`config.mk`:
```
export PLATFORM = sky130hd
export DESIGN_NAME = fetch_queue
export DESIGN_NICKNAME = d
export VERILOG_FILES = /design/src/rtl/fetch_queue.sv
export SDC_FILE = /design/constraint.sdc
export NUM_CORES = 1
export LEC_CHECK = 0
export ABC_AREA = 1
export CORE_MARGIN = 1.5
export CORE_UTILIZATION = 25
export DETAILED_ROUTE_END_ITERATION = 8
export PLACE_DENSITY_LB_ADDON = 0.25
export SETUP_SLACK_MARGIN = 0.2
export SYNTH_ARGS = -nofsm -noshare
export SYNTH_HDL_FRONTEND = slang
export SYNTH_SLANG_ARGS = --single-unit
```
`constraint.sdc`:
```
create_clock -name clk -period 8.1 [get_ports clk]
set_clock_uncertainty 0.15 [all_clocks]
set_input_delay 2.43 -clock clk [delete_from_list [all_inputs] [get_ports clk]]
set_output_delay 2.43 -clock clk [all_outputs]
set_load 0.02 [all_outputs]
```
`src/rtl/fetch_queue.sv`:
```
// In-order instruction queue between the fetch buffer and decode. It classifies each
// word as compressed or full-length and presents the head entry as a valid/ready stream.
module fetch_queue #(
  parameter int PA_BITS = 56,
  parameter int WORDLEN = 32,
  parameter int DEPTH   = 4
) (
  input  logic                       clk,
  input  logic                       reset,
  input  logic                       FlushD,
  input  logic                       FetchValid,
  input  logic [WORDLEN-1:0]         FetchWord,
  input  logic [PA_BITS-1:0]         FetchPAdr,
  output logic                       FetchReady,
  input  logic                       DecodeReady,
  output logic                       InstrValidD,
  output logic [WORDLEN-1:0]         InstrD,
  output logic [PA_BITS-1:0]         PAdrD,
  output logic                       CompressedD,
  output logic [PA_BITS-1:0]         PAdrNextD,
  output logic [$clog2(DEPTH):0]     Count
);

  localparam int PTR_W = $clog2(DEPTH);
  localparam int CNT_W = PTR_W + 1;
  localparam logic [WORDLEN-1:0] NOP = WORDLEN'(32'h0000_0013);

  logic [WORDLEN-1:0] word_mem [DEPTH];
  logic [PA_BITS-1:0] padr_mem [DEPTH];
  logic               comp_mem [DEPTH];

  logic [PTR_W-1:0] wr_ptr, rd_ptr;
  logic [CNT_W-1:0] count_q;

  logic               push, pop;
  logic               fetch_comp;
  logic [WORDLEN-1:0] fetch_word_stored;

  // Status depends only on registered occupancy, so there is no ready/valid loop.
  assign FetchReady  = (count_q != CNT_W'(DEPTH));
  assign InstrValidD = (count_q != '0);
  assign Count       = count_q;

  assign push = FetchValid & FetchReady & ~FlushD;
  assign pop  = InstrValidD & DecodeReady & ~FlushD;

  // Compressed instructions keep only their 16 bits so decode never sees stale upper halves.
  assign fetch_comp        = (FetchWord[1:0] != 2'b11);
  assign fetch_word_stored = fetch_comp ? {{(WORDLEN-16){1'b0}}, FetchWord[15:0]} : FetchWord;

  // NOTE: sequential state uses non-blocking assignments so every register samples
  // the pre-edge values; blocking here would create ordering-dependent simulation.
  always_ff @(posedge clk or negedge reset) begin
    if (!reset) begin
      wr_ptr  <= '0;
      rd_ptr  <= '0;
      count_q <= '0;
    end else if (FlushD) begin
      wr_ptr  <= '0;
      rd_ptr  <= '0;
      count_q <= '0;
    end else begin
      if (push) wr_ptr <= wr_ptr + PTR_W'(1);
      if (pop)  rd_ptr <= rd_ptr + PTR_W'(1);
      case ({push, pop})
        2'b10:   count_q <= count_q + CNT_W'(1);
        2'b01:   count_q <= count_q - CNT_W'(1);
        default: count_q <= count_q;
      endcase
    end
  end

  // NOTE: the entry storage is deliberately not reset; occupancy alone decides
  // validity, and leaving the array reset-free lets it map onto plain RAM/flops.
  always_ff @(posedge clk) begin
    if (push) begin
      word_mem[wr_ptr] <= fetch_word_stored;
      padr_mem[wr_ptr] <= FetchPAdr;
      comp_mem[wr_ptr] <= fetch_comp;
    end
  end

  // NOTE: every output gets a default before the conditional so no latch is inferred.
  always_comb begin
    InstrD      = NOP;
    PAdrD       = '0;
    CompressedD = 1'b0;
    if (InstrValidD) begin
      InstrD      = word_mem[rd_ptr];
      PAdrD       = padr_mem[rd_ptr];
      CompressedD = comp_mem[rd_ptr];
    end
  end

  assign PAdrNextD = PAdrD + (CompressedD ? PA_BITS'(2) : PA_BITS'(4));

endmodule

```
# After elaboration in Yosys (flattened, before gate mapping)
# Memory sizes are Yosys's and may differ from the RTL's.
# Index checks and enable logic that the tools add are counted.
# Widths: inputs -> output; s select.
# totals
ff_bits	7
ram_bits	356
output_inout_bits	150
mem_count	3
# op_classes
addsub	5
n_eq_ne	4
n_mux	13
bitwise	5
reduce_logical	4
# memory_table
name	depth	width	rd	rd_ports_with_merged_regs	write_ports	line_no	source
padr_mem	4	56	1	0	1	29	logic [PA_BITS-1:0] padr_mem [DEPTH];
word_mem	4	32	1	0	1	28	logic [WORDLEN-1:0] word_mem [DEPTH];
comp_mem	4	1	1	0	1	30	logic comp_mem [DEPTH];
# ops
operator	count
$mux 32	2
$add 56x3->56	1
$mux 56	1
$mux 2	4
$mux 3	2
$pmux 3 s2	1
$reduce_bool 3->1	2
$add 2x1->2 const B	2
$and 1x1->1	4
$reduce_bool 2->1	2
$add 3x1->3 const B	1
$mux 1	3
$ne 3x3->1 const B	1
$sub 3x1->3 const B	1
$eq 2x1->1 const B	1
$eq 2x2->1 const B	1
$ne 2x2->1 const B	1
$not 1->1	1

# Depth between registers and ports, before layout
# Gate-level depths: netlist of the first run.
# logic_depth
depth_word	6
ltp_mapped	19
mapped_depth_nobuf	15

# Worst setup path before layout of the first run
# OpenSTA, ideal clock, no wires.
# synth_timing
path_kind	input to register
startpoint	input FetchValid
endpoint	memory comp_mem[0], enable pin
t_arrival_ns	6.445
t_required_ns	7.413
slack_ns	0.968
path_stages	4
n_path_buf	0
path_cell_list	nand2_1 nor2_1 inv_1 nor2_1
# synth_via
elab_chain_cells	4
# synth_lines
item	line_no	source
start: declaration	11	input logic FetchValid,
$and 1x1->1 (2 in a row)	44	assign push = FetchValid & FetchReady & ~FlushD;
$mux 1	76	if (push) begin
$mux 1 (implied by the code)	79	comp_mem[wr_ptr] <= fetch_comp;
end: declaration	30	
# Every way passes these cells.

# Final worst setup path of the first run
# layout_timing
startpoint	register rd_ptr[1]
endpoint	output PAdrNextD[24]
# layout_via
elab_chain_cells	4
elab_cells_between_ends	6
classes_between	add/sub (1); mux (3); memory (2)
# layout_lines
item	line_no	source
start: declaration	32	logic [PTR_W-1:0] wr_ptr, rd_ptr;
start signal: assignment	64	if (pop) rd_ptr <= rd_ptr + PTR_W'(1);
$mem_v2 4x1	n/a	
$mux 1	88	if (InstrValidD) begin
$mux 3	95	assign PAdrNextD = PAdrD + (CompressedD ? PA_BITS'(2) : PA_BITS'(4));
$add 56x3->56 (*)	95	
end: declaration	20	output logic [PA_BITS-1:0] PAdrNextD,
# Every way passes the cells marked *; elsewhere a longest branch is shown, timed or not.

==> run_results.csv, run 1 <==
group,metric,value,unit
sta,fmax,139,MHz
pwr,ir_drop,213,uV
sta,worst_pin_slew,946,ps
worst_setup_path,critPathCaptureType,"output port",
place,post-place-ws,1460,ps
synth,synth-seq-cells,363,
synth,syn-num-nets,1792,
clock_network,clk_latency,560,ps
grt,grt_max_degree,91,
worst_hold_path,worstHoldStart,"wr_ptr[0]",
sta,drv_slew,0,
sta,min_period,7210,ps
clock_network,numCtsBuffers,42,
die,boundaryPins,243,
clock_network,path_clk_slew,60,ps
die,start_util,25.2,%
drt,vias_per_cell,4.48,
grt,antenna_found_initial,9,
worst_setup_path,worst-endpoint-arrival,4630,ps
synth,synth_top_area_cell,"edfxtp_1",
die,die_area,69100,um^2
sta,slew_headroom,36.8,%
grt,track_usage,15.9,%
sta,worst_slack,888,ps
synth,synth.area.top_cells,"edfxtp_1, nand2_1, nor2_1, nand3_1, inv_1",
synth,synth_warnings,0,
drt,drt_wl_total,55400,um
sta,final-setup-viol-count,0,
worst_setup_path,crit_type,"reg -> out",
die,die_y,263,um
synth,synth.avg_cell_area,9.98,um^2
pwr,p_total,7.46,mW
pwr,clkPwrFrac,24.1,%
worst_setup_path,worst-path-max-fanout,90,
clock_network,hold_buffers,0,
clock_network,cts_tree,"yes",
die,core,67000,um^2
job,maxCapViolCount,0,
status,status,"completed",
pwr,p_sw_share,41.0,%
clock_network,postCtsSetupBuffers,0,
die,die_w,263,um
final_layout,n_antenna_cell,0,
drt,drt_iter0_markers,881,
die,fp-row-count,95,
worst_setup_path,cp-startpoint,"rd_ptr[1]",
pwr,power_switching,3.06,mW
final_layout,area_growth,27.3,%
drt,vias,12600,
synth,syn_area,16900,um^2
grt,grt_pass1_wl,82000,um
drt,firstDrtPassIters,5,
final_layout,nNetsFinal,2023,
place,gp_congestion,0.896,
drt,drt_drc_violations_left,0,
worst_setup_path,crit_path_start_kind,"flip-flop",
clock_network,cts_root_buf,"clkbuf_16",
synth,synth_cells,1691,
final_layout,final_layout_size_suffix_gt1_share,6.67,%
pwr,power_leakage,7.88,nW
sta,tns,0,ps
worst_setup_path,r2r-start,"Count[0]",
drt,wl_per_cell,19.6,um
drt,ant_nets,0,
clock_network,htree_levels,2,
worst_hold_path,min-delay-path-class,"reg -> reg",
sta,finalCritPeriodShare,89.0,%
sta,rsz0062_at_grt,"no",
pwr,power_density,347,nW/um^2
sta,hold_viol,0,
synth,ys_seq_area_share,64.4,%
clock_network,cts_resized,0,
grt,grt_pass1_vias,12300,
pwr,p_comb_share,45.8,%
grt,grt_overflow,0,
place,dp_hpwl,37600,um
pwr,p_int,4.40,mW
pwr,power_frac_seq,30.1,%
synth,synth_top_area_share,63.3,%
clock_network,clockBufferDepth,3,
clock_network,clkSinkCount,363,
synth,netlist-cell-type-count,32,
worst_setup_path,worstPathRequired,5520,ps
place,io_buffers,242,
## state kept, by name (all words and copies together), names as in the netlist
register	count
rd_ptr	2
padr_mem	224
comp_mem	4
wr_ptr	2
Count	3
word_mem	128
## cells in the mapped netlist (all sizes together)
cell    instances
a21oi          37
clkbuf         11
nand4           9
buf            59
o311ai          3
ha              6
edfxtp        356
nor2          330
and2            3
nand2         436
nor3            7
nand3b          3
nand3         173
a21o            1
o21ai          79
inv           136
xor2           33
fa              2
dfrtp           7
## logic make-up after synthesis
group,count (synthesis),synth area share [%]
AND/OR/NAND/NOR,961,24.1
flip-flops,363,64.4
buffers and inverters,206,5.49
AO/OA/AOI/OAI,120,3.64
XOR/XNOR,33,1.71
adder cells (fa/ha/maj),8,0.682
## path summary, 6_finish.rpt
check | depth (start not counted) | end | slack [ps]
setup / recovery | 13 | PAdrNextD[24] | 890
hold / removal | 3 | wr_ptr[0] | 490
setup reg to reg | 7 | padr_mem[3][48] | 5150
hold reg to reg | 3 | wr_ptr[0] | 490
max in group asynchronous | 1 | rd_ptr[1] | 5510
min in group asynchronous | 1 | rd_ptr[0] | 1990
## area by class of cell
class / count / area, um^2
inverters: 136 / 514
clock inverters: 22 / 208
repair buffers: 257 / 2590
clock buffers: 50 / 1080
well taps: 873 / 1090
flip-flops and latches: 363 / 10900
fillers: 6941 / 45600
multi-input cells: 1122 / 5110
## metrics by stage
step / hold slack [ps] / cell area (um^2) / util [%] / std cells
6_report: 492 / 21500 / 32.0 / 2823
5_1_grt: 521 / 21500 / 32.0 / 2823
4_1_cts: 495 / 21500 / 32.0 / 2823
3_5_place_dp: 486 / 20200 / 30.1 / 2751
3_3_place_gp: 456 / 20200 / 30.1 / 2751
2_1_floorplan: 430 / 16900 / - / 1691
## power groups by stage
stage	logic [mW]	clock network, mW	registers, mW
after floorplan	1.84	0	2.26
after global placement	3.46	0	2.28
after detailed placement	3.45	0	2.28
after CTS	3.47	1.86	2.24
after global routing	3.66	1.93	2.25
final	3.41	1.80	2.24
## per-layer routing
metal	share of wire, %	routed length, um	GRT usage, %	up-vias
met2	46	25700	25.8	377
met5	0.19	105	0	-
met3	6.4	3570	3.66	89
met4	2.3	1300	4.48	18
li1	-	-	-	6086
met1	45	24800	21.2	6074
## critical path: stages (launching register included)
cell and delay (ps):
dfrtp_4 660, clkinv_2 150, buf_12 290, nor2_1 150, o21ai_0 80, a21oi_1 450
ha_1 250, a21o_1 180, nand3_1 200, nor2_1 210, nand3_1 150, nor2_2 290
xor2_1 310, clkdlybuf4s50_1 670
## cells in the final DEF (no fill, tap or decap), types with 3 or more instances in the layout
cell type and n:
inv_2 7, clkbuf_1 8, nor2_4 9, nand4_1 9
nand3b_1 3, inv_1 127, nand3_1 160, nand2_1 433
a21oi_1 37, xor2_1 33, nor2_2 19, nand3_2 12
nor3_1 4, clkinv_2 4, clkinv_1 9, o21ai_0 77
and2_1 3, ha_1 6, clkbuf_16 42, edfxtp_1 356
bufinv_16 3, clkdlybuf4s50_1 240, dfrtp_1 5, buf_4 12
nor2_1 302, o311ai_0 3, buf_12 5
Note: power is estimated with default switching activity, not from simulation.
==> inputs of run 2 (changes only) <==
SLEW_MARGIN = 30   (was unset)
==> results of run 2 <==
No change in the layout: final DEF, timing and power equal those of run 1.
